**src/rtl/steer_if.sv**
```systemverilog
// Request and step handshake bundle between key/assist logic, the move scheduler and the phase sequencer.
// slave = scheduler side, master = the requesters / step consumer side.
interface steer_if #(
  parameter int POS_W = 8
);
  // Handshakes: a request or step transfers on a rising clk edge where valid and ready are both 1.
  // Request ready is a one-cycle acceptance pulse. step_valid/step_dir hold until step_ready.
  logic             req_a_valid;
  logic [POS_W-1:0] req_a_target;
  logic             req_a_ready;
  logic             req_b_valid;
  logic [POS_W-1:0] req_b_target;
  logic             req_b_ready;
  logic             step_valid;
  logic             step_dir;
  logic             step_ready;

  modport slave (
    input  req_a_valid, req_a_target, req_b_valid, req_b_target, step_ready,
    output req_a_ready, req_b_ready, step_valid, step_dir
  );

  modport master (
    output req_a_valid, req_a_target, req_b_valid, req_b_target, step_ready,
    input  req_a_ready, req_b_ready, step_valid, step_dir
  );
endinterface

```
**src/rtl/steer_move_scheduler.sv**
```systemverilog
// Two-source steering target arbiter with paced single-step output and absolute position tracking.
// Optional SOFT_RAMP_EN: first RAMP_STEPS steps after an accept/preempt use a doubled interval.
module steer_move_scheduler #(
  parameter int POS_W      = 8,
  parameter int LIMIT_POS  = 75,
  parameter int DIV_FAST   = 900_000,
  parameter int DIV_SLOW   = 1_600_000,
  parameter int RAMP_STEPS = 4
) (
  input  logic             clk,
  input  logic             rst_n,
  input  logic             engine_on,
  input  logic             abort,
  steer_if.slave           bus,
  output logic [POS_W-1:0] cur_pos,
  output logic [1:0]       grant,
  output logic             busy,
  output logic [1:0]       o_dbg_state
);

  typedef enum logic [1:0] {S_IDLE, S_WAIT, S_ISSUE, S_DONE} state_t;

  localparam int DIV_MAX = (DIV_FAST > DIV_SLOW) ? DIV_FAST : DIV_SLOW;
  localparam int CNT_W   = $clog2(2 * DIV_MAX);
  localparam logic signed [POS_W-1:0] LIM_P = POS_W'(LIMIT_POS);
  localparam logic signed [POS_W-1:0] LIM_N = POS_W'(-LIMIT_POS);
  localparam logic [1:0] G_NONE = 2'b00;
  localparam logic [1:0] G_A    = 2'b01;
  localparam logic [1:0] G_B    = 2'b10;

  state_t                   r_state, w_state_nxt;
  logic signed [POS_W-1:0]  r_pos, w_pos_nxt;
  logic signed [POS_W-1:0]  r_target, w_target_nxt;
  logic [CNT_W-1:0]         r_cnt, w_cnt_nxt;
  logic [1:0]               r_grant, w_grant_nxt;
  logic                     r_dir, w_dir_nxt;
  logic                     r_abort_pend, w_abort_nxt;

  logic                     w_acc_a, w_acc_b;
  logic                     w_new_owner;
  logic signed [POS_W-1:0]  w_new_tgt, w_tgt_eff;
  logic [CNT_W-1:0]         w_base_ival, w_acc_ival, w_rel_ival;

  function automatic logic signed [POS_W-1:0] clamp_tgt(input logic signed [POS_W-1:0] t);
    if (t > LIM_P)      return LIM_P;
    else if (t < LIM_N) return LIM_N;
    else                return t;
  endfunction

  assign w_base_ival = engine_on ? CNT_W'(DIV_FAST - 1) : CNT_W'(DIV_SLOW - 1);

  // Arbitration: A always wins; B is only taken from IDLE or as a re-target of its own grant.
  always_comb begin
    w_acc_a = 1'b0;
    w_acc_b = 1'b0;
    if (!abort) begin
      if (r_state == S_IDLE) begin
        w_acc_a = bus.req_a_valid;
        w_acc_b = !bus.req_a_valid && bus.req_b_valid;
      end else if (r_state == S_WAIT) begin
        w_acc_a = bus.req_a_valid;
        w_acc_b = !bus.req_a_valid && bus.req_b_valid && (r_grant == G_B);
      end
    end
  end

  assign w_new_tgt   = clamp_tgt(w_acc_a ? $signed(bus.req_a_target) : $signed(bus.req_b_target));
  assign w_tgt_eff   = (w_acc_a || w_acc_b) ? w_new_tgt : r_target;
  assign w_new_owner = ((r_state == S_IDLE) && (w_acc_a || w_acc_b)) ||
                       ((r_state == S_WAIT) && w_acc_a && (r_grant == G_B));

`ifdef SOFT_RAMP_EN
  localparam int RW = $clog2(RAMP_STEPS + 1);
  logic [RW-1:0] r_ramp, w_ramp_nxt;

  assign w_acc_ival = CNT_W'({1'b0, w_base_ival} << 1) + CNT_W'(1);
  assign w_rel_ival = (r_ramp != '0) ? w_acc_ival : w_base_ival;

  // From IDLE the first doubled interval is loaded at accept; a preempt keeps the running count.
  always_comb begin
    w_ramp_nxt = r_ramp;
    if (w_new_owner)
      w_ramp_nxt = (r_state == S_IDLE) ? RW'(RAMP_STEPS - 1) : RW'(RAMP_STEPS);
    else if ((r_state == S_ISSUE) && bus.step_ready && (r_ramp != '0))
      w_ramp_nxt = r_ramp - RW'(1);
  end

  always_ff @(posedge clk or negedge rst_n) begin
    if (!rst_n) r_ramp <= '0;
    else        r_ramp <= w_ramp_nxt;
  end
`else
  assign w_acc_ival = w_base_ival;
  assign w_rel_ival = w_base_ival;
`endif

  always_comb begin
    w_state_nxt  = r_state;
    w_pos_nxt    = r_pos;
    w_target_nxt = r_target;
    w_cnt_nxt    = r_cnt;
    w_grant_nxt  = r_grant;
    w_dir_nxt    = r_dir;
    w_abort_nxt  = r_abort_pend;
    case (r_state)
      S_IDLE: begin
        w_abort_nxt = 1'b0;
        if (w_acc_a || w_acc_b) begin
          w_state_nxt  = S_WAIT;
          w_target_nxt = w_new_tgt;
          w_grant_nxt  = w_acc_a ? G_A : G_B;
          w_cnt_nxt    = w_acc_ival;
        end
      end
      S_WAIT: begin
        if (abort) begin
          w_state_nxt = S_IDLE;
          w_grant_nxt = G_NONE;
        end else begin
          w_target_nxt = w_tgt_eff;
          if (w_acc_a) w_grant_nxt = G_A;
          if (r_cnt == '0) begin
            if (w_tgt_eff == r_pos) begin
              w_state_nxt = S_DONE;
              w_grant_nxt = G_NONE;
            end else begin
              w_state_nxt = S_ISSUE;
              w_dir_nxt   = (w_tgt_eff > r_pos);
            end
          end else begin
            w_cnt_nxt = r_cnt - CNT_W'(1);
          end
        end
      end
      S_ISSUE: begin
        if (abort) w_abort_nxt = 1'b1;
        if (bus.step_ready) begin
          w_pos_nxt = r_dir ? r_pos + POS_W'(1) : r_pos - POS_W'(1);
          w_cnt_nxt = w_rel_ival;
          if (abort || r_abort_pend) begin
            w_state_nxt = S_IDLE;
            w_grant_nxt = G_NONE;
            w_abort_nxt = 1'b0;
          end else begin
            w_state_nxt = S_WAIT;
          end
        end
      end
      S_DONE: begin
        w_state_nxt = S_IDLE;
        w_grant_nxt = G_NONE;
        w_abort_nxt = 1'b0;
      end
      default: w_state_nxt = S_IDLE;
    endcase
  end

  always_ff @(posedge clk or negedge rst_n) begin
    if (!rst_n) begin
      r_state      <= S_IDLE;
      r_pos        <= '0;
      r_target     <= '0;
      r_cnt        <= '0;
      r_grant      <= G_NONE;
      r_dir        <= 1'b0;
      r_abort_pend <= 1'b0;
    end else begin
      r_state      <= w_state_nxt;
      r_pos        <= w_pos_nxt;
      r_target     <= w_target_nxt;
      r_cnt        <= w_cnt_nxt;
      r_grant      <= w_grant_nxt;
      r_dir        <= w_dir_nxt;
      r_abort_pend <= w_abort_nxt;
    end
  end

  assign bus.req_a_ready = w_acc_a;
  assign bus.req_b_ready = w_acc_b;
  assign bus.step_valid  = (r_state == S_ISSUE);
  assign bus.step_dir    = r_dir;
  assign cur_pos         = r_pos;
  assign grant           = r_grant;
  assign busy            = (r_state != S_IDLE);
  assign o_dbg_state     = r_state;

endmodule

```
**src/flat_wrapper.sv**
```systemverilog
// flat-port wrapper written by rule: the top's interface ports become plain ports
module steer_move_scheduler_flat 
#(
  parameter int POS_W      = 8,
  parameter int LIMIT_POS  = 75,
  parameter int DIV_FAST   = 900_000,
  parameter int DIV_SLOW   = 1_600_000,
  parameter int RAMP_STEPS = 4
)
  (clk, rst_n, engine_on, abort, cur_pos, grant, busy, o_dbg_state, bus_req_a_valid, bus_req_a_target, bus_req_b_valid, bus_req_b_target, bus_step_ready, bus_req_a_ready, bus_req_b_ready, bus_step_valid, bus_step_dir);
  steer_if #(.POS_W(POS_W)) bus_i ();
  input  logic clk;
  input  logic rst_n;
  input  logic engine_on;
  input  logic abort;
  output logic [POS_W-1:0] cur_pos;
  output logic [1:0] grant;
  output logic busy;
  output logic [1:0] o_dbg_state;
  input wire logic [$bits(bus_i.req_a_valid)-1:0] bus_req_a_valid;
  input wire logic [$bits(bus_i.req_a_target)-1:0] bus_req_a_target;
  input wire logic [$bits(bus_i.req_b_valid)-1:0] bus_req_b_valid;
  input wire logic [$bits(bus_i.req_b_target)-1:0] bus_req_b_target;
  input wire logic [$bits(bus_i.step_ready)-1:0] bus_step_ready;
  output wire logic [$bits(bus_i.req_a_ready)-1:0] bus_req_a_ready;
  output wire logic [$bits(bus_i.req_b_ready)-1:0] bus_req_b_ready;
  output wire logic [$bits(bus_i.step_valid)-1:0] bus_step_valid;
  output wire logic [$bits(bus_i.step_dir)-1:0] bus_step_dir;
  assign bus_i.req_a_valid = bus_req_a_valid;
  assign bus_i.req_a_target = bus_req_a_target;
  assign bus_i.req_b_valid = bus_req_b_valid;
  assign bus_i.req_b_target = bus_req_b_target;
  assign bus_i.step_ready = bus_step_ready;
  assign bus_req_a_ready = bus_i.req_a_ready;
  assign bus_req_b_ready = bus_i.req_b_ready;
  assign bus_step_valid = bus_i.step_valid;
  assign bus_step_dir = bus_i.step_dir;
  steer_move_scheduler #(.POS_W(POS_W), .LIMIT_POS(LIMIT_POS), .DIV_FAST(DIV_FAST), .DIV_SLOW(DIV_SLOW), .RAMP_STEPS(RAMP_STEPS)) u_core (.clk(clk), .rst_n(rst_n), .engine_on(engine_on), .abort(abort), .bus(bus_i), .cur_pos(cur_pos), .grant(grant), .busy(busy), .o_dbg_state(o_dbg_state));
endmodule
```
**config.mk**
```make
export PLATFORM = sky130hd
export DESIGN_NAME = steer_move_scheduler_flat
export DESIGN_NICKNAME = d
export VERILOG_FILES = /design/src/rtl/steer_if.sv /design/src/rtl/steer_move_scheduler.sv /design/src/flat_wrapper.sv
export SDC_FILE = /design/constraint.sdc
export NUM_CORES = 1
export LEC_CHECK = 0
export ABC_AREA = 0
export BUFFER_PORTS_ARGS = -buffer_cell sky130_fd_sc_hd__buf_2
export CORE_UTILIZATION = 24
export DETAILED_ROUTE_END_ITERATION = 10
export HOLD_SLACK_MARGIN = 0.1
export PLACE_DENSITY = 0.45
export SETUP_SLACK_MARGIN = 0.02
export SLEW_MARGIN = 40
export SYNTH_ARGS = -nofsm -noshare
export SYNTH_HDL_FRONTEND = slang
export SYNTH_SLANG_ARGS = --single-unit
```
**constraint.sdc**
```tcl
create_clock -name clk -period 3.73 [get_ports clk]
set_clock_uncertainty 0.1 [all_clocks]
set_input_delay 0.1865 -clock clk [delete_from_list [all_inputs] [get_ports clk]]
set_output_delay 0.1865 -clock clk [all_outputs]
set_load 0.05 [all_outputs]
```
Word-level counts from Yosys, hierarchy flattened. Cells that the tools add are included.

Flip-flop bits (word level): 44. Logic and storage cells: 83. Input port bits: 23.

Muxes and demuxes: 39. Bitwise gates (word level): 2. Reduce and logical (&&, ||, !) cells: 18. Magnitude comparators: 3. Equal/unequal tests: 11. $add $sub $neg: 3.

Operators with widths (number): 22-bit two-way mux (4); 22-bit case mux with 3 select lines (1); 8-bit two-way mux (6); 2-bit two-way mux (12); 22-bit logical NOT (1); 22-bit by 1-bit subtractor with 22-bit output (second input constant) (1); 21-bit two-way mux (1); 2-bit case mux with 4 select lines (2); 8-bit case mux with 2 select lines (1); 1-bit two-way mux (11); 8-bit by 2-bit adder with 8-bit output (second input constant) (1); 8-bit equality test (1); 8-bit > comparator (1); 8-bit > comparator (second input constant) (1); 8-bit < comparator (second input constant) (1); 8-bit by 2-bit subtractor with 8-bit output (second input constant) (1); 2-bit equality test (second input constant) (3); 2-bit inequality test (second input constant) (3); 3-bit AND reduction (2); 2-bit nonzero test (3); 5-bit AND reduction (1); 2-bit by 1-bit inequality test with 1-bit output (second input constant) (2); 2-bit AND reduction (2); 4-bit AND reduction (1); 10 further kinds (13).

Longest topological paths before layout. Gate-level depths: netlist of the first run.

Depth after elaboration: 14. Depth in mapped cells: 18.

Worst setup path before layout of the first run. OpenSTA, ideal clock, no wires.

Kind: register to register. From: register u_core.r_state[0], in the netlist u_core.o_dbg_state[0]. To: register u_core.r_grant[1], in the netlist u_core.grant[1]. Arrival: 4.738 ns. Clock period less this slack: 4.954 ns. Stages on the path, launching flop included: 18. Library setup time: 0.116 ns. Path buffers: 2. Path slack: -1.224 ns. Path through: dfrtp_1 inv_1 ha_1 clkbuf_1 nor2_1 nor2_1 mux2i_1 a21o_1 a311o_1 ha_1 buf_1 o21ai_0 a21boi_0 ha_1 nand4_1 nor2_1 a211o_1 o311ai_0.

Cells in the longest elaborated chain, start to end: 14.

RTL lines: start, declared (RTL line steer_move_scheduler.sv:31) `state_t r_state, w_state_nxt;`; start signal, assigned (RTL line steer_move_scheduler.sv:168) `r_state <= w_state_nxt;`; 2-bit by 1-bit equality test with 1-bit output (RTL line steer_move_scheduler.sv:60) `end else if (r_state == S_WAIT) begin`; 1-bit two-way mux (RTL line steer_move_scheduler.sv:60); 1-bit two-way mux (*) (RTL line steer_move_scheduler.sv:57) `if (r_state == S_IDLE) begin`; 1-bit two-way mux (*) (RTL line steer_move_scheduler.sv:56) `if (!abort) begin`; net bus_req_a_ready (RTL line flat_wrapper.sv:25) `output wire logic [$bits(bus_i.req_a_ready)-1:0] bus_req_a_ready;`; 8-bit two-way mux (RTL line steer_move_scheduler.sv:67) `assign w_new_tgt = clamp_tgt(w_acc_a ? $signed(bus.req_a_target) : $signed(bus.req_b_target));`; 8-bit < comparator (RTL line steer_move_scheduler.sv:46) `else if (t < LIM_N) return LIM_N;`; 8-bit two-way mux (RTL line steer_move_scheduler.sv:46); 8-bit two-way mux (RTL line steer_move_scheduler.sv:45) `if (t > LIM_P) return LIM_P;`; 8-bit two-way mux; 8-bit equality test (RTL line steer_move_scheduler.sv:123) `if (w_tgt_eff == r_pos) begin`; 2-bit two-way mux (RTL line steer_move_scheduler.sv:123); 2-bit two-way mux (RTL line steer_move_scheduler.sv:122) `if (r_cnt == '0) begin`; 2-bit two-way mux (RTL line steer_move_scheduler.sv:116) `if (abort) begin`; 2-bit case mux with 4 select lines (RTL line steer_move_scheduler.sv:105) `case (r_state)`; end signal, assigned (RTL line steer_move_scheduler.sv:172) `r_grant <= w_grant_nxt;`; end, declared (RTL line steer_move_scheduler.sv:35) `logic [1:0] r_grant, w_grant_nxt;`.

Mark *: on every way through the listed nets, which the timed path passes. The rest lies on a longest branch. The select of a mux whose other input is x is not followed. A chain may end at the register's enable or synchronous reset.

Final worst setup path of the first run.
From: register u_core.r_state[0], in the netlist u_core.o_dbg_state[0]. To: register u_core.r_dir, in the netlist u_core.bus.step_dir.

Cells in the longest elaborated chain, start to end: 12.

RTL lines: parallel branches: the longest is 12 deep, another holds 8-bit < comparator; end signal, assigned (RTL line steer_move_scheduler.sv:173) `r_dir <= w_dir_nxt;`; end, declared (RTL line steer_move_scheduler.sv:36) `logic r_dir, w_dir_nxt;`.

Parallel ways; which one is timed is not known.

==> impl_metrics.ini, run 1 <==
[floorplan]
dieWidth_um = 117
core-area_um2 = 12800
boundaryPins = 40
die_area_um2 = 13700
chipHeight_um = 117
rows = 41
start_util_pct = 24.8

[finish]
register_area_um2 = 1100
multi_input_area_um2 = 2000
n_antenna_cell = 0
instances_no_fill = 573
final_nets = 444
syn_to_final_growth_pct = 22.9
drive_gt1_share_pct = 23.9
fillers = 1343

[logic_synthesis]
syn_nets = 393
ys_seq_area_share_pct = 34.7
synth.cell_area_um2 = 3170
yosys.area.top_type_share_pct = 34.7
async_flop_share_pct = 100
synth.area.top_cells = dfrtp_1 35%, ha_1 7.9%, o21ai_0 3.6%
synth_cells = 349
synth_edf_count = 0
synth.distinct_cells = 63
yosys.area.top_type = dfrtp_1
ys_warn_count = 0
synthTopCellsByCount = 44 x dfrtp_1, 25 x nand2_1, 23 x o21ai_0
synthFlopType = dfrtp_1
syn_avg_cell_area_um2 = 9.09
yosysMostFrequentCell = dfrtp_1
synth_seq_cells = 44

[timing]
max_freq_mhz = 281
setup_ws_ns = 0.172
slew_viol_final = 0
worstMarginPinSlew_ns = 0.753
rsz0062_at_grt = no
finalHoldViolations = 0
fin_crit_ns = 3.56
fin_crit_sh_pct = 95.4
relSlewSlack_pct = 49.8
setup-violations-final = 0

[detailed_routing]
wl_met2_um = 3660
drcViolationCount = 0
highest_layer = met4
via_count = 2874
wirelength_um = 8330
wl_per_cell_um = 14.5
vias_per_cell = 5.02
first_pass_iters = 4
met3WireLength_um = 297
drt_iter0_markers = 156
wl_met1_um = 4270
final_antenna_net_count = 0

[power]
ir_worst_vdd_mv = 0.173
power_density_nw_per_um2 = 626
leakage_nw = 1.59

[flow_run]
max-cap-violations = 0

[global_routing]
grt_overflow = 0
antenna_found_initial = 0
grtUsageTotal_pct = 13.0
grt_start_max_net_pins = 29
grt_pass1_wl_um = 13900
grt_pass1_vias = 2755

[place]
post-place-cells = 563
globalplace.congestion = 0.808
dp_hpwl_um = 6160
numPortBuffers = 39
pre_cts_slack_ns = 0.00404

[run_status]
outcome = finished, final reports clean

[clocking]
post-cts-setup-buffers = 0
numCtsBuffers = 5
clockBufferDepth = 2
htreeDepth = 2
cts.sinks = 44
cts_tree = yes
clk_pin_slew_ns = 0.07
root_buffer = clkbuf_16
insertion_delay_ns = 0.29

[critical_path]
crit_required_ns = 3.80
critPathMaxFanout = 10
crit_path_end_kind = register
crit_type = register to register
worstPathArrival_ns = 3.63
crit_path_start_kind = register

[hold_path]
hold_class = input port to register
cells by family (layout without fill, tap and decap cells):
logic type / after synthesis / count (layout) / share of synthesized area, %
compound gates: 106 / 106 / 24.7
flops: 44 / 44 / 34.7
simple gates: 128 / 128 / 22.6
fa+ha+maj: 21 / 21 / 8.52
mux: 9 / 9 / 3.04
buf+inv: 35 / 87 / 4.81
xor+xnor: 6 / 6 / 1.66
worst max-delay path, stage by stage, from the launching register on:
cell	delay, ns
dfrtp_2	0.43
ha_1	0.26
or2_2	0.32
buf_4	0.15
nand3_1	0.10
and2_1	0.23
a311o_1	0.23
ha_4	0.25
o311ai_2	0.34
ha_1	0.31
nand4_1	0.11
nor2_1	0.08
nor3_1	0.19
mux2_2	0.35
registers in the layout, indices dropped and copies added (netlist names):
signal / cells
u_core.bus.step_dir: 1
u_core.cur_pos: 8
u_core.grant: 2
u_core.o_dbg_state: 2
u_core.r_abort_pend: 1
u_core.r_cnt: 22
u_core.r_target: 8
cell type report:
type | count | share of cell area, %
sequential | 44 | 28.3
clock inverter | 2 | 0.257
multi-input combinational | 270 | 51.3
timing repair buffer | 60 | 9.18
tap | 172 | 5.52
clock buffer | 6 | 3.56
inverter | 19 | 1.83
timing repair:
item / in CTS / in global routing
endpoints found under the hold margin: 25 / 0
pin swaps: 0 / 3
hold buffers: 2 / 0
endpoints found under the setup margin: 2 / 4
gates cloned: 0 / 0
resized for setup: 2 / 13
where the power goes:
group | internal [W] | switching, W
sequential | 0.000647 | 0.000156
combinational | 0.000489 | 0.000690
clock | 0.000265 | 0.000193
total | 0.00140 | 0.00104
per-layer routing:
layer	vias up	track usage, %
li1	1436	-
met1	1381	18.4
met3	5	2.06
met2	52	20.4
met4	0	3.80
met5	-	0
cells in the final DEF (no fill, tap or decap), types with 8 or more instances in the layout:
master	Yosys	routed
a21oi_1	17	17
o21ai_0	23	20
nand2_1	25	25
nand2b_1	12	11
inv_1	18	16
nand4_1	11	11
nor3_1	8	8
dfrtp_1	44	42
buf_4	1	19
buf_2	2	39
ha_1	20	18
nor2_1	21	19
path summary, 6_finish.rpt:
path                                                    from                              end  slack [ns]  cells after the start
setup reg to reg           u_core.o_dbg_state[0]$_DFFE_PN0P_  u_core.bus.step_dir$_DFFE_PN0P_        0.17                     13
max in group asynchronous                              rst_n     u_core.r_cnt[14]$_DFFE_PN0P_        2.46                      3
setup / recovery           u_core.o_dbg_state[0]$_DFFE_PN0P_  u_core.bus.step_dir$_DFFE_PN0P_        0.17                     13
hold / removal                                bus_step_ready  u_core.r_abort_pend$_DFFE_PN0P_        0.17                      3
hold reg to reg               u_core.r_target[7]$_DFFE_PN0P_   u_core.r_target[7]$_DFFE_PN0P_        0.43                      1
min in group asynchronous                              rst_n    u_core.cur_pos[4]$_DFFE_PN0P_        0.35                      2
stage by stage:
step	hold slack, ns	util [%]	total power [W]	area [µm²]	setup TNS [ns]
6_report	0.173	30.5	0.00244	3900	0
5_1_grt	0.198	30.5	0.00264	3900	0
4_1_cts	0.170	30.0	0.00243	3830	0
3_5_place_dp	0.147	28.7	0.00196	3660	0
3_3_place_gp	0.138	28.7	0.00194	3660	0
2_1_floorplan	-0.209	-	0.00165	3210	-0.369
Note: power is estimated with default switching activity, not from simulation.
==> run 2: changes to the inputs <==
--- a/config.mk
+++ b/config.mk
@@ -5,12 +5,11 @@
 export SDC_FILE = /design/constraint.sdc
 export NUM_CORES = 1
 export LEC_CHECK = 0
-export ABC_AREA = 0
 export BUFFER_PORTS_ARGS = -buffer_cell sky130_fd_sc_hd__buf_2
 export CORE_UTILIZATION = 24
 export DETAILED_ROUTE_END_ITERATION = 10
 export HOLD_SLACK_MARGIN = 0.1
-export PLACE_DENSITY = 0.45
+export PLACE_DENSITY = 0.51
 export SETUP_SLACK_MARGIN = 0.02
 export SLEW_MARGIN = 40
 export SYNTH_ARGS = -nofsm -noshare
==> impl_metrics.ini, run 2 (same netlist as run 1, synthesis figures left out) <==
[global_routing]
grt_pass1_vias = 2752
antenna_found_initial = 0
grt_overflow = 0
grtUsageTotal_pct = 12.5
grt_pass1_wl_um = 13600
grt_start_max_net_pins = 45

[timing]
finalHoldViolations = 0
fin_hold_ws_ns = 0.174
max_freq_mhz = 280
worstMarginPinSlew_ns = 0.778
fin_crit_sh_pct = 95.9
setup_ws_ns = 0.154
rsz0062_at_grt = no
relSlewSlack_pct = 48.1
slew_viol_final = 0
setup-violations-final = 0
fin_crit_ns = 3.58

[floorplan]
start_util_pct = 24.8
rows = 41
chipHeight_um = 117
boundaryPins = 40
core-area_um2 = 12800
die_area_um2 = 13700
dieWidth_um = 117

[critical_path]
crit_type = register to register
crit_path_end_kind = register
worstPathArrival_ns = 3.64
crit_path_start_kind = register
cpMaxStageDelayCell = dfrtp_2
critPathMaxFanout = 6
cpPeakStageDelay_ns = 0.45
critPathBufInv = 2
critPathTopFamily = compound AO/OA/AOI/OAI gates
crit_required_ns = 3.80
path_cells = inv_4, ha_4, nor2_4, nor2_4, mux2i_1, a21o_1, a311o_1, ha_4, buf_4, o21ai_1, a21boi_1, ha_1, nand4_1, nor2_2, nor3_2, mux2_2

[clocking]
cts_tree = yes
clk_pin_slew_ns = 0.06
insertion_delay_ns = 0.28
root_buffer = clkbuf_16
cts.sinks = 44
numCtsBuffers = 5
clockBufferDepth = 2
htreeDepth = 2

[place]
globalplace.congestion = 0.814
pre_cts_slack_ns = 0.00505
numPortBuffers = 39
dp_hpwl_um = 5950
place_area_um2 = 3660

[detailed_routing]
wirelength_um = 8230
vias_per_cell = 4.98
final_antenna_net_count = 0
first_pass_iters = 4
via_count = 2859
drcViolationCount = 0
drt_iter0_markers = 210
wl_per_cell_um = 14.3

[power]
internal-power_w = 0.00143
seq_power_share_pct = 32.7
power_density_nw_per_um2 = 628
p_sw_share_pct = 42.0
pwr-share-comb_pct = 48.3
ir_worst_vdd_mv = 0.201
clock_power_share_pct = 19.0
p_sw_w = 0.00104
leakage_nw = 1.60

[finish]
final_area_um2 = 3940
n_antenna_cell = 0
mostFrequentLayoutCells = 42 x dfrtp_1, 39 x buf_2, 25 x nand2_1, 20 x o21ai_0, 20 x buf_4
mostFrequentLayoutCell = dfrtp_1
fillers = 1329
final_core_util_pct = 30.8
syn_to_final_growth_pct = 24.2
final_nets = 445
top_register = u_core.r_cnt
largest_register_ffs = 22
drive_gt1_share_pct = 23.9

[flow_run]
max-cap-violations = 0

[run_status]
outcome = finished, final reports clean

[hold_path]
hold_class = input port to register
## run 2: worst paths after layout
check | slack [ns] | depth (start not counted) | end | start
max | 0.15 | 16 | u_core.bus.step_dir$_DFFE_PN0P_ | u_core.o_dbg_state[0]$_DFFE_PN0P_
min | 0.17 | 3 | u_core.grant[0]$_DFFE_PN0P_ | bus_req_a_valid
max reg2reg | 0.15 | 16 | u_core.bus.step_dir$_DFFE_PN0P_ | u_core.o_dbg_state[0]$_DFFE_PN0P_
min reg2reg | 0.43 | 1 | u_core.r_target[2]$_DFFE_PN0P_ | u_core.r_target[2]$_DFFE_PN0P_
max in group asynchronous | 2.66 | 3 | u_core.o_dbg_state[1]$_DFFE_PN0P_ | rst_n
min in group asynchronous | 0.44 | 3 | u_core.cur_pos[2]$_DFFE_PN0P_ | rst_n
## run 2: per-layer routing
layer	vias to the layer above	track usage (%)	routed length, µm
met5	-	0	0
met4	0	3.46	87
met3	6	2.16	304
met2	41	19.8	3630
met1	1375	17.6	4200
li1	1437	-	-
## run 2: what timing repair did
item	4_1_cts	5_1_grt
resized for setup	4	17
setup buffers	0	2
endpoints found under the hold margin	45	0
hold buffers	2	0
pin swaps	1	5
endpoints found under the setup margin	1	4
## run 2: layout make-up
cell class / count / area (µm²) / area share, %
Inverter: 19 / 73.8 / 1.87
Clock buffer: 8 / 156 / 3.97
Multi-Input combinational cell: 270 / 2020 / 51.4
Sequential cell: 44 / 1100 / 28.0
Timing Repair Buffer: 61 / 365 / 9.28
Tap cell: 172 / 215 / 5.46
## run 2: worst min-delay path: cells and delay by family
family,cells,cell delay [ns]
compound gates,2,0.18
buf+inv,1,0.14
## run 2: stage by stage
| step | total power (W) | std cells | TNS [ns] |
|---|---|---|---|
| finish | 0.00248 | 574 | 0 |
| global route | 0.00266 | 574 | 0 |
| CTS | 0.00242 | 572 | 0 |
| detailed placement | 0.00193 | 562 | 0 |
| global placement | 0.00190 | 562 | 0 |
| floorplan | 0.00165 | 349 | -0.369 |
## run 2: power by group through the flow
stage,logic [W],registers [W],clock network (W)
final,0.00120,0.000809,0.000470
after global routing,0.00132,0.000837,0.000503
after CTS,0.00114,0.000802,0.000478
after detailed placement,0.00112,0.000811,0
after global placement,0.00110,0.000801,0
after floorplan,0.000827,0.000822,0
